<file path="src/rtl/fl_slr_crossing_dst.sv">
// Destination end of a credit-based FrameLink SLR crossing: input flop stage,
// FWFT buffer sized to the credit pool, credit return FSM and sticky error flags.
module fl_slr_crossing_dst #(
    parameter int DATA_WIDTH = 64,
    parameter int DREM_WIDTH = 3,
    parameter int CREDITS    = 8
) (
    input  logic                  CLK,
    input  logic                  RESET_N,
    input  logic [DATA_WIDTH-1:0] RX_DATA,
    input  logic [DREM_WIDTH-1:0] RX_REM,
    input  logic                  RX_SOF_N,
    input  logic                  RX_EOF_N,
    input  logic                  RX_SOP_N,
    input  logic                  RX_EOP_N,
    input  logic                  RX_SRC_RDY_N,
    output logic                  RX_CREDIT,
    output logic [DATA_WIDTH-1:0] TX_DATA,
    output logic [DREM_WIDTH-1:0] TX_REM,
    output logic                  TX_SOF_N,
    output logic                  TX_EOF_N,
    output logic                  TX_SOP_N,
    output logic                  TX_EOP_N,
    output logic                  TX_SRC_RDY_N,
    input  logic                  TX_DST_RDY_N,
    output logic                  OVERFLOW,
    output logic                  FRAME_ERR
);

    localparam int PW = $clog2(CREDITS);
    localparam int CW = PW + 1;
    localparam int EW = DATA_WIDTH + DREM_WIDTH + 4;
    localparam logic [CW-1:0] FULL = CW'(CREDITS);

    typedef enum logic {INIT, RUN} state_e;

    // Word layout: {DATA, REM, SOF_N, EOF_N, SOP_N, EOP_N}
    logic [EW-1:0] rx_word_q;
    logic          rx_src_rdy_n_q;

    always_ff @(posedge CLK) begin
        rx_word_q <= {RX_DATA, RX_REM, RX_SOF_N, RX_EOF_N, RX_SOP_N, RX_EOP_N};
    end

    always_ff @(posedge CLK) begin
        if (!RESET_N) rx_src_rdy_n_q <= 1'b1;
        else          rx_src_rdy_n_q <= RX_SRC_RDY_N;
    end

    logic [EW-1:0] mem_q [CREDITS];
    logic [PW-1:0] wr_ptr_q, wr_ptr_d, rd_ptr_q, rd_ptr_d;
    logic [CW-1:0] cnt_q, cnt_d;
    logic          wr_req, wr_en, pop, empty, full;

    assign wr_req = !rx_src_rdy_n_q;
    assign empty  = (cnt_q == '0);
    assign full   = (cnt_q == FULL);
    assign pop    = !empty && !TX_DST_RDY_N;
    // A pop frees the head slot in the same cycle, so a full buffer still takes the write.
    assign wr_en  = wr_req && (!full || pop);

    always_comb begin
        wr_ptr_d = wr_ptr_q;
        rd_ptr_d = rd_ptr_q;
        cnt_d    = cnt_q;
        if (wr_en) wr_ptr_d = wr_ptr_q + PW'(1);
        if (pop)   rd_ptr_d = rd_ptr_q + PW'(1);
        if (wr_en && !pop)      cnt_d = cnt_q + CW'(1);
        else if (pop && !wr_en) cnt_d = cnt_q - CW'(1);
    end

    always_ff @(posedge CLK) begin
        if (!RESET_N) begin
            wr_ptr_q <= '0;
            rd_ptr_q <= '0;
            cnt_q    <= '0;
        end else begin
            wr_ptr_q <= wr_ptr_d;
            rd_ptr_q <= rd_ptr_d;
            cnt_q    <= cnt_d;
        end
    end

    always_ff @(posedge CLK) begin
        if (wr_en) mem_q[wr_ptr_q] <= rx_word_q;
    end

    logic [EW-1:0] head;
    assign head         = mem_q[rd_ptr_q];
    assign TX_SRC_RDY_N = empty;
    assign TX_DATA      = head[EW-1 -: DATA_WIDTH];
    assign TX_REM       = head[4 +: DREM_WIDTH];
    assign TX_SOF_N     = empty | head[3];
    assign TX_EOF_N     = empty | head[2];
    assign TX_SOP_N     = empty | head[1];
    assign TX_EOP_N     = empty | head[0];

    // Delimiter checker observes the flopped RX word only; it never touches the data path.
    logic in_frame_q, in_frame_d, frame_viol;
    logic sof_n, eof_n, eop_n;
    assign sof_n = rx_word_q[3];
    assign eof_n = rx_word_q[2];
    assign eop_n = rx_word_q[0];

    always_comb begin
        in_frame_d = in_frame_q;
        frame_viol = 1'b0;
        if (wr_req) begin
            frame_viol = (!sof_n && in_frame_q) || (!in_frame_q && sof_n) || (!eof_n && eop_n);
            if (!eof_n)      in_frame_d = 1'b0;
            else if (!sof_n) in_frame_d = 1'b1;
        end
    end

    logic overflow_q, frame_err_q;
    always_ff @(posedge CLK) begin
        if (!RESET_N) begin
            in_frame_q  <= 1'b0;
            overflow_q  <= 1'b0;
            frame_err_q <= 1'b0;
        end else begin
            in_frame_q  <= in_frame_d;
            overflow_q  <= overflow_q | (wr_req && full && !pop);
            frame_err_q <= frame_err_q | frame_viol;
        end
    end

    assign OVERFLOW  = overflow_q;
    assign FRAME_ERR = frame_err_q;

    // INIT hands the whole credit pool to the source, one pulse per cycle.
    state_e        state_q;
    logic [CW-1:0] init_cnt_q;
    logic          credit_q;

    always_ff @(posedge CLK) begin
        if (!RESET_N) begin
            state_q    <= INIT;
            init_cnt_q <= '0;
            credit_q   <= 1'b0;
        end else begin
            case (state_q)
                INIT: begin
                    credit_q   <= 1'b1;
                    init_cnt_q <= init_cnt_q + CW'(1);
                    if (init_cnt_q == CW'(CREDITS - 1)) state_q <= RUN;
                end
                RUN:     credit_q <= pop;
                default: state_q  <= INIT;
            endcase
        end
    end

    assign RX_CREDIT = credit_q;

endmodule

</file>
<file path="config.mk">
export PLATFORM = sky130hd
export DESIGN_NAME = fl_slr_crossing_dst
export DESIGN_NICKNAME = d
export VERILOG_FILES = /design/src/rtl/fl_slr_crossing_dst.sv
export SDC_FILE = /design/constraint.sdc
export NUM_CORES = 1
export LEC_CHECK = 0
export CORE_MARGIN = 8
export CORE_UTILIZATION = 30
export CTS_BUF_LIST = sky130_fd_sc_hd__clkbuf_2 sky130_fd_sc_hd__clkbuf_4 sky130_fd_sc_hd__clkbuf_8
export DETAILED_ROUTE_END_ITERATION = 7
export GPL_TIMING_DRIVEN = 1
export PLACE_DENSITY = 0.58
export SYNTH_ARGS = -nofsm -noshare
export SYNTH_HDL_FRONTEND = slang
export SYNTH_SLANG_ARGS = --single-unit
</file>
<file path="constraint.sdc">
create_clock -name CLK -period 20 [get_ports CLK]
set_input_delay 4 -clock CLK [delete_from_list [all_inputs] [get_ports CLK]]
set_output_delay 4 -clock CLK [all_outputs]
set_load 0.02 [all_outputs]
</file>
# Word level (Yosys, flattened, before mapping)
# Memories as Yosys holds them, arrays and structs flattened. A register that Yosys moved wholly into a read port is not among the register bits.
# Cells that the tools add are included.
[op_classes]
n_mux = 12
bitwise_logic = 8
add_sub_neg = 5
reduce_logical = 24
eq_ne = 3
[op_table]
columns = ["op", "count"]
rows = [
  ["$logic_and A1 B1 Y1", 9],
  ["$logic_not A1 Y1", 9],
  ["$add A4 B1 Y4 const B", 2],
  ["$mux W4", 2],
  ["$mux W1", 7],
  ["$add A3 B1 Y3 const B", 2],
  ["$mux W3", 2],
  ["$or A1 B1 Y1", 6],
  ["$eq A4 B3 Y1 const B", 1],
  ["$eq A4 B4 Y1 const B", 1],
  ["$logic_not A4 Y1", 1],
  ["$sub A4 B1 Y4 const B", 1],
  ["$logic_or A1 B1 Y1", 3],
  ["$ne A2 B2 Y1 const B", 1],
  ["$not A1 Y1", 2],
  ["$pmux W1 S2", 1],
  ["$reduce_and A2 Y1", 1],
  ["$reduce_bool A2 Y1", 1],
]
[totals]
memories = 1
register_bits = 91
wordCells = 64
in_bits = 75
mem_bits_rw = 568
[mem_list]
columns = ["name", "depth", "width", "rd", "rd_ports_with_merged_regs", "wr", "line", "rtl"]
rows = [
  ["mem_q", 8, 71, 1, 1, 1, "50", "logic [EW-1:0] mem_q [CREDITS];"],
]

# Logic depth before layout (Yosys ltp)
# Gate-level depths: netlist of run 1.
[depth]
depth_word = 9
ltp_mapped = 11
depth_no_buf = 10

# Worst setup path after synthesis of run 1
# OpenSTA, ideal clock, no wires.
[synth_path]
path_type = "input to register"
startpoint = "input TX_DST_RDY_N"
endpoint = "memory mem_q[0][0] (netlist name) (enable)"
cell_stages = 3
required_time_ns = 19.325
setup_slack_ns = 8.240
arrival_ns = 11.085
cell_sequence = "a31o_2 -> buf_2 -> nor4_1"
[synth_via]
elab_chain_len = 6
[synth_lines]
columns = ["element", "line", "rtl"]
rows = [
  ["from (decl)", "25", "input logic TX_DST_RDY_N,"],
  ["$logic_not A1 Y1", "58", "assign pop = !empty && !TX_DST_RDY_N;"],
  ["$logic_and A1 B1 Y1", "58", ""],
  ["$logic_or A1 B1 Y1", "60", "assign wr_en = wr_req && (!full || pop);"],
  ["$logic_and A1 B1 Y1", "60", ""],
  ["$mux W1", "85", "if (wr_en) mem_q[wr_ptr_q] <= rx_word_q;"],
  ["$mux W1 (not written as such)", "85", ""],
  ["to (decl)", "50", ""],
]
# No other way between the ends.

==> results.md, run 1 <==
* # H-tree levels at 3
* HP Start: OVERFLOW
* Crit path max-delay family: buffers and inverters
* P_leak at 9.122 nW
* Max-cap viol count at 0
* P&R area growth vs syn at 21.64%
* Max Fclk at 0.1172 GHz
* Top post-synthesis cells by area: edfxtp_1, mux4_2, dfxtp_1
* Yosys top cell by area: edfxtp_1
* CP endpoint kind: primary output
* CTS tree: done
* Startpoint Class: register
* Final max-slew violation count at 0
* Deepest clock path buffer count at 3
* Die ar. at 0.08851 mm²
* Clk_lat worst skew at 700 ps
* Top_reg_cell synth: edfxtp_1
* Clock root buffer: clkbuf_8
* RR Endpoint: mem_q[6][64]
* Final Setup Violations at 0
* Cell area after layout at 0.02892 mm²
* Die Ht at 297.5 µm
* Worst slack, placed at 11980 ps
* Num CTS Buffers at 110
* Avg Cell Area, Syn at 23.63 µm²
* Reg-to-reg critical path startpoint: cnt_q[0]
* Quantity of gates resized following cts at 0
* Net Switching at 882.9 µW
* EDFF count, synth at 568
* Endpoints failing hold at 0
* Cell variety after synth at 34
* First-pass GRT wire length at 76.49 mm
* CP Max Fanout at 38
* Setup TNS Final at 0 ps
* Vias in the first global route at 12020
* RSZ-0062 raised after global routing: false
* Synthesis Warnings at 0
* Final std cells w/o fill at 2383
* Placed cells at 2182
* Clock power frac at 0.354
* Final clock skew at 28.32 ps
* Cts hold-fix bufs at 0
* Nets@finish at 1326
* WP buf/inv at 3
* PD cells at 121.9 mW/mm²
* Drt drc at 0
* Status: completed
* Initial core utilization at 0.3019
* Worst min-delay path class: register to register
* Via count at 10590
* Top cell type's share of synthesized area at 0.7174
* Gpl congestion at 0.6495
* Asr flop ratio synth at 0
* Max incr delay on CP at 780 ps
* Largest net degree at the start of global routing at 69
* Hold path cells at 1
* Worst Hold End: OVERFLOW
* FF-to-FF path depth at 6
* Routed WL at 50.73 mm
* Initial DRC Count at 606
* Final min period at 8535 ps
* All-Layer GR Usage at 0.1141
* Setup Fix Bufs, Post-CTS at 0
* Sw frac at 0.2505
* Sequential share of power at 0.451
* Chip Width at 297.5 µm
* Slew HR at 0.2573
* Slowest library cell on the worst path: dfxtp_4
* DP HPWL at 26.98 mm
* FF+latch count, synth at 662
* Core Region at 0.07874 mm²
* Critical path type: register to primary output
* Std-Cell Rows at 103
* CTS Sinks at 662
* Critical path cell sequence: buf_4, buf_4, mux4_2, mux2_2, clkdlybuf4s50_1
* CTS clk-pin slew, worst paths at 60 ps
* GR Overflow Total at 0
* Worst Path Required at 16000 ps
* Router iterations before antenna repair at 4
* Comb pwr share at 0.196
* Worst VDD drop at 0.06068 mV
* Mapped cell area at 0.02377 mm²
* Vias per cell at 4.443
* Setup ws final at 11460 ps
* CP arrival at 4540 ps
* Total power at 3.525 mW
* Cell Int Power at 2.642 mW
* Port bufs at 149
* Post-DP Area at 0.02655 mm²
* Worst-Margin Slew at 1114 ps
* Ports at 150
* Share of post-route cells with drive strength above 1 at 0.3266
* Post-Syn Nets at 1088
* Syn Inst Count at 1006
* R2r setup slk at 16680 ps
* Antenna Nets Post-Route at 0
* WL per Instance at 21.29 µm
* Top cell by count, worst path: buf_4
* Post-synthesis sequential area ratio at 0.7966
* Initial antenna violation count at 1
* Period utilization at 0.4268
==> metal layers <==
metal,part of all wire,global-route usage
met5,0,0
met1,0.43,0.1434
met3,0.058,0.02837
met4,0.018,0.03749
met2,0.49,0.1923
==> synthesized netlist by cell type, drive strengths merged (2+ instances only) <==
master,n
edfxtp,568
mux4,142
dfxtp,94
mux2,67
buf,28
clkbuf,17
nand2,11
and2,9
mux2i,8
xnor2,8
nand2b,7
nor2,7
ha,6
nor3,5
o21a,4
a21boi,3
inv,3
nor2b,3
a21oi,2
nand3,2
nor3b,2
==> state kept, by name, indices dropped and copies added, names as in the netlist, named ones only <==
register,flops
state_q,1
in_frame_q,1
rx_word_q,71
RX_CREDIT,1
OVERFLOW,1
FRAME_ERR,1
rd_ptr_q,3
mem_q,568
wr_ptr_q,3
cnt_q,4
rx_src_rdy_n_q,1
init_cnt_q,4
==> power by group through the flow <==
stage / Combinational [mW] / Clock [mW] / Sequential [mW]
after floorplan: 0.509 / 0 / 1.58
after global placement: 0.712 / 0 / 1.62
after detailed placement: 0.712 / 0 / 1.62
after CTS: 0.716 / 1.29 / 1.59
after global routing: 0.744 / 1.35 / 1.60
final: 0.690 / 1.25 / 1.59
==> worst max-delay path by stage <==
stage	from	to	slack [ps]	cells after the start
3_5_place_dp	register	TX_DATA[7]	11980	5
6_report	register	TX_DATA[56]	11460	5
2_1_floorplan	TX_DST_RDY_N	mem_q[0][0]	8240	3
4_1_cts	register	TX_DATA[16]	11180	5
3_3_place_gp	register	TX_DATA[7]	12030	5
5_1_grt	register	TX_DATA[56]	11000	5
==> worst reg2reg max path, delay by kind of cell, from the launching register on <==
family                 cells  cell delay, ps
AO/OA/AOI/OAI              1             340
flip-flops                 1             440
buffers and inverters      2            1020
AND/OR/NAND/NOR            3            1100
==> area by class of cell <==
class                      count  area [µm²]
multi-input combinational    296        4618
clock inverter                30       282.8
inverter                       3       11.26
sequential                   662       18950
timing repair buffer         171        1657
tap                         1050        1314
fill                        7153       49820
antenna                        1       2.502
clock buffer                 170        2083
==> kinds of logic after synthesis <==
logic type | Yosys count | synth area share
fa+ha+maj | 7 | 0.004000
mux | 217 | 0.1696
compound gates | 14 | 0.004263
xor+xnor | 9 | 0.003316
buf+inv | 48 | 0.01121
flops | 662 | 0.7966
simple gates | 49 | 0.01100
==> cell usage in the layout, fill, tap and decap left out, types with 4 or more instances in the layout <==
master and n:
and2_1 9, buf_4 22, bufinv_16 5, clkbuf_4 41, clkbuf_8 129, clkdlybuf4s50_1 149
clkinv_1 10, clkinv_2 10, dfxtp_1 91, edfxtp_1 568, ha_1 6, mux2_2 67
mux2i_1 8, mux4_2 142, nand2_1 11, nand2b_1 6, nor2_1 4, nor3_2 4
o21a_1 4, xnor2_1 8
==> per-stage QoR <==
step / hold WS [ps] / util
final: 482.6 / 0.3672
after global routing: 501.4 / 0.3672
after CTS: 489.6 / 0.3672
after detailed placement: 469.7 / 0.3372
after global placement: 459.0 / 0.3372
after floorplan: 467.3 / -
Note: power is estimated with default switching activity, not from simulation.
==> inputs of run 2 (changes only) <==
--- a/config.mk
+++ b/config.mk
@@ -10,7 +10,7 @@
 export CTS_BUF_LIST = sky130_fd_sc_hd__clkbuf_2 sky130_fd_sc_hd__clkbuf_4 sky130_fd_sc_hd__clkbuf_8
 export DETAILED_ROUTE_END_ITERATION = 7
 export GPL_TIMING_DRIVEN = 1
-export PLACE_DENSITY = 0.58
+export PLACE_DENSITY = 0.6
 export SYNTH_ARGS = -nofsm -noshare
 export SYNTH_HDL_FRONTEND = slang
 export SYNTH_SLANG_ARGS = --single-unit
==> constraint.sdc (replaced) <==
create_clock -name CLK -period 6.95 [get_ports CLK]
set_input_delay 1.39 -clock CLK [delete_from_list [all_inputs] [get_ports CLK]]
set_output_delay 1.39 -clock CLK [all_outputs]
set_load 0.02 [all_outputs]
==> run 2 against run 1 <==
  * Non-clock buffer count is 3 lower
  * First-iteration DRC count grew 8.9%
  * Critical path depth decreased by 1
  * Core utilization is essentially flat
  * Critical endpoint is now TX_SOF_N
  * Sequential share of layout area about the same
  * Sequential power increased to 2.8 times the previous value
  * Sequential cell count stayed put
  * Worst setup slack worse by 9300 ps
  * Register-to-register slack got worse by 13000 ps
  * Critical path type unchanged
  * Largest cell class unchanged
  * Design area about the same
==> results.md, run 2 (synthesized netlist as in run 1, its figures left out) <==
* Status: completed
* Gpl congestion at 0.6634
* Max incr delay on CP at 940 ps
* Final hold slack at 475.2 ps
* CP endpoint kind: primary output
* Period utilization at 0.6826
* Clock power frac at 0.346
* CTS tree: done
* Met1 wire length at 20.56 mm
* Antenna diodes at 0
* Clock root buffer: clkbuf_8
* Max-cap viol count at 0
* GR Overflow Total at 0
* Initial antenna violation count at 2
* Nets@finish at 1321
* FF-to-FF path depth at 6
* Die ar. at 0.08851 mm²
* Deepest clock path buffer count at 3
* R2r setup slk at 3940 ps
* Uppermost layer routed: met5
* Vias in the first global route at 11920
* Met3 WL at 2.395 mm
* PD cells at 347.9 mW/mm²
* Comb pwr share at 0.204
* Slowest library cell on the worst path: dfxtp_4
* Largest register FFs at 568
* Num CTS Buffers at 108
* Worst min-delay path class: register to register
* CP arrival at 3350 ps
* Setup TNS Final at 0 ps
* Max Fclk at 0.2108 GHz
* CTS Sinks at 662
* Final Setup Violations at 0
* Net Switching at 2.559 mW
* WP buf/inv at 2
* Crit path max-delay family: buffers and inverters
* P_leak at 9.097 nW
* Cts hold-fix bufs at 0
* Regs by FF count: mem_q x568, rx_word_q x71
* Via count at 10640
* Final max-slew violation count at 0
* Antenna Nets Post-Route at 0
* CP Max Fanout at 44
* Die Ht at 297.5 µm
* Startpoint Class: register
* # H-tree levels at 3
* Drt drc at 0
* Critical path cell sequence: buf_4, mux2i_1, nand2_1, clkdlybuf4s50_1
* Critical path type: register to primary output
* Slew HR at 0.3701
* Std-Cell Rows at 103
* Chip Width at 297.5 µm
* Quantity of gates resized following cts at 0
* Sequential share of power at 0.450
* Largest net degree at the start of global routing at 73
* Worst slack, placed at 2518 ps
* RR Endpoint: mem_q[4][17]
* CTS clk-pin slew, worst paths at 50 ps
* Port bufs at 149
* Setup Fix Bufs, Post-CTS at 0
* P&R area growth vs syn at 21.56%
* Most common cell after layout, fill and taps aside: edfxtp_1
* Routed WL at 49.55 mm
* First-pass GRT wire length at 74.35 mm
* Clk_lat worst skew at 680 ps
* All-Layer GR Usage at 0.1106
* Reg-to-reg critical path startpoint: cnt_q[0]
* Final clock skew at 28.39 ps
* DP HPWL at 26.29 mm
* RSZ-0062 raised after global routing: false
* Cell Int Power at 7.494 mW
* Setup ws final at 2206 ps
* Initial DRC Count at 660
* Initial core utilization at 0.3019
* Router iterations before antenna repair at 4
* Commonest cells after routing, fill and taps aside: edfxtp_1, clkdlybuf4s50_1, mux4_2
* Worst Path Required at 5560 ps
* Endpoints failing hold at 0
* Sw frac at 0.2545
* Metal2 WL at 25.53 mm
* End point of the critical path: TX_SOF_N
* Top reg by flops: mem_q
* Vias per cell at 4.470
* Core Region at 0.07874 mm²
* WP depth at 4
* Worst VDD drop at 0.3559 mV
* Worst-Margin Slew at 944.8 ps
* Ports at 150
* WL per Instance at 20.82 µm
* Final min period at 4744 ps
* Share of post-route cells with drive strength above 1 at 0.3286
run 2: cell count changes in the layout (fill, tap and decap cells not counted), moves of 4 or more:
cell	before	now
clkinv_1	10	6
buf_4	22	14
buf_12	0	5
clkinv_2	10	16
run 2: routing by layer:
layer | vias up | track usage
met4 | 2 | 0.03379
li1 | 4659 | -
met5 | - | 0
met2 | 237 | 0.1929
met1 | 5647 | 0.1326
met3 | 93 | 0.03019
run 2: cell type report:
class,count,area (µm²)
multi-input cells,296,4633
fillers,7220,49840
well taps,1050,1314
flip-flops and latches,662,18950
clock inverters,31,230.2
repair buffers,168,1697
clock buffers,170,2064
inverters,3,11.26
run 2: worst min path at each step:
stage              start   endpoint  slack [ps]  cells past startpoint
2_1_floorplan   cnt_q[3]   cnt_q[3]         470                      2
3_3_place_gp    OVERFLOW   OVERFLOW         460                      1
3_5_place_dp    OVERFLOW   OVERFLOW         470                      1
4_1_cts         OVERFLOW   OVERFLOW         480                      1
5_1_grt        FRAME_ERR  FRAME_ERR         500                      1
6_report       FRAME_ERR  FRAME_ERR         480                      1
run 2: power groups by stage:
| stage | Sequential (mW) | Combinational (mW) | Clock, mW |
|---|---|---|---|
| after floorplan | 4.55 | 1.46 | 0 |
| after global placement | 4.60 | 2.11 | 0 |
| after detailed placement | 4.61 | 2.12 | 0 |
| after CTS | 4.53 | 2.13 | 3.61 |
| after global routing | 4.54 | 2.21 | 3.78 |
| final | 4.53 | 2.05 | 3.48 |
run 2: worst reg2reg max path: cells and delay by family (launching register included):
family,cells,cell delay [ps]
AO/OA/AOI/OAI,1,340
AND/OR/NAND/NOR,3,1030
buffers and inverters,2,770
flip-flops,1,430
run 2: stage by stage:
step,total power [mW],instances,util,cell area (µm²)
finish,10.05,2380,0.3670,28900
global route,10.53,2380,0.3670,28900
CTS,10.26,2380,0.3670,28900
detailed placement,6.730,2179,0.3379,26600
global placement,6.710,2179,0.3379,26600
floorplan,6.017,1006,-,23790
==> inputs of run 3 (changes only) <==
--- a/config.mk
+++ b/config.mk
@@ -10,7 +10,7 @@
 export CTS_BUF_LIST = sky130_fd_sc_hd__clkbuf_2 sky130_fd_sc_hd__clkbuf_4 sky130_fd_sc_hd__clkbuf_8
 export DETAILED_ROUTE_END_ITERATION = 7
 export GPL_TIMING_DRIVEN = 1
-export PLACE_DENSITY = 0.6
+export PLACE_DENSITY = 0.58
 export SYNTH_ARGS = -nofsm -noshare
 export SYNTH_HDL_FRONTEND = slang
 export SYNTH_SLANG_ARGS = --single-unit
==> constraint.sdc (replaced) <==
create_clock -name CLK -period 4.7 [get_ports CLK]
set_input_delay 0.94 -clock CLK [delete_from_list [all_inputs] [get_ports CLK]]
set_output_delay 0.94 -clock CLK [all_outputs]
set_load 0.02 [all_outputs]
==> run 3 against run 2 <==
  * Design area up 0.68%
  * Combinational power up 50%
  * Via count up 1.4%
  * Worst hold slack worse by 9.6 ps
  * Global-route usage up 0.74 points
  * Die area unchanged
  * Worst setup slack worse by 1800 ps
  * Sequential power up 49%
  * Wire length up 6.3%
  * Cell count up 0.63%
  * Clock power up 55%
  * Critical path type unchanged
==> results.md, run 3 (synthesized netlist as in run 1, its figures left out) <==
* Nets@finish at 1327
* Largest net degree at the start of global routing at 72
* Endpoints failing hold at 0
* DP HPWL at 26.60 mm
* Share of post-route cells with drive strength above 1 at 0.3338
* Vias in the first global route at 12200
* Final min period at 4257 ps
* PD cells at 523.8 mW/mm²
* Most common cell after layout, fill and taps aside: edfxtp_1
* Num CTS Buffers at 113
* Max-cap viol count at 0
* Final max-slew violation count at 0
* Ports at 150
* Gpl congestion at 0.6527
* Status: completed
* RSZ-0062 raised after global routing: false
* Largest register FFs at 568
* CP endpoint kind: primary output
* Worst-Margin Slew at 893.4 ps
* Final Setup Violations at 0
* Drt drc at 0
* Deepest clock path buffer count at 3
* Critical path type: register to primary output
* Final clock skew at 33.56 ps
* Placed cells at 2180
* Cts hold-fix bufs at 0
* WL per Instance at 21.99 µm
* Die ar. at 0.08851 mm²
* Initial core utilization at 0.3019
* CTS tree: done
* CTS Sinks at 662
* Worst min-delay path class: register to register
* Worst Path Required at 3760 ps
* First-pass GRT wire length at 78.96 mm
* Setup Fix Bufs, Post-CTS at 0
* Setup TNS Final at 0 ps
* Slew HR at 0.4044
* P&R area growth vs syn at 22.39%
* Std-Cell Rows at 103
* R2r setup slk at 2110 ps
* CP Max Fanout at 36
* Startpoint Class: register
* Vias per cell at 4.503
* Worst VDD drop at 0.3232 mV
* Worst Hold End: FRAME_ERR
* GR Overflow Total at 0
* Top reg by flops: mem_q
* Reg-to-reg critical path startpoint: cnt_q[0]
* Regs by FF count: mem_q x568, rx_word_q x71
* All-Layer GR Usage at 0.1180
* Commonest cells after routing, fill and taps aside: edfxtp_1, clkdlybuf4s50_1, mux4_2
* Initial antenna violation count at 1
* Router iterations before antenna repair at 4
* FF-to-FF path depth at 9
* Quantity of gates resized following cts at 0
* Antenna Nets Post-Route at 0
* P_leak at 9.173 nW
* CP arrival at 3320 ps
* Hold path cells at 1
* Initial DRC Count at 638
* CTS clk-pin slew, worst paths at 60 ps
* RR Endpoint: cnt_q[3]
* Antenna diodes at 0
* Port bufs at 149
* Core Region at 0.07874 mm²
* Clock root buffer: clkbuf_8
* Final hold slack at 465.6 ps
* Die Ht at 297.5 µm
* Period utilization at 0.9058
* Chip Width at 297.5 µm
* Via count at 10790
* HP Start: FRAME_ERR
* Routed WL at 52.66 mm
* Final std cells w/o fill at 2395
* Clk_lat worst skew at 710 ps
* Max Fclk at 0.2349 GHz
* # H-tree levels at 3
==> run 3: worst max-delay path by stage <==
stage	end	slack, ps	cells after the start
after global routing	TX_DATA[1]	180	4
final	TX_DATA[20]	440	4
after CTS	TX_DATA[19]	240	4
after detailed placement	TX_DATA[19]	1080	4
after global placement	TX_DATA[19]	1090	4
after floorplan	mem_q[1][0]	-2070	3
==> run 3: worst max-delay path: stages (launching register included) <==
cell	delay, ps
dfxtp_4	760
buf_12	390
mux4_2	570
mux2_2	300
clkdlybuf4s50_1	550
==> run 3: final cells by class <==
class | count | area [µm²]
clock buffer | 172 | 2073
clock inverter | 43 | 349.1
sequential | 662 | 18950
timing repair buffer | 169 | 1767
inverter | 3 | 11.26
multi-input combinational | 296 | 4633
fill | 7145 | 49650
tap | 1050 | 1314
==> run 3: where the power goes <==
part / switching [mW] / leakage (nW) / internal, mW / total, mW
Combinational: 1.40 / 1.96 / 1.67 / 3.07
Clock: 2.35 / 1.30 / 3.06 / 5.41
Sequential: 0.229 / 5.92 / 6.53 / 6.76
==> run 3: per-layer routing <==
layer	track usage	vias up	wire (µm)
met3	0.03237	79	3133
li1	-	4684	-
met5	0	-	9
met4	0.03865	2	936
met1	0.1537	5759	23290
met2	0.1903	261	25290
==> run 3: per-stage QoR <==
| step | setup slack, ps | power (mW) | util | area (µm²) |
|---|---|---|---|---|
| detailed placement | 1078 | 10.06 | 0.3388 | 26670 |
| global route | 178.5 | 15.94 | 0.3695 | 29100 |
| finish | 442.8 | 15.24 | 0.3695 | 29100 |
| floorplan | -2066 | 8.899 | - | 23800 |
| CTS | 240.2 | 15.55 | 0.3695 | 29100 |
| global placement | 1088 | 10.04 | 0.3388 | 26670 |
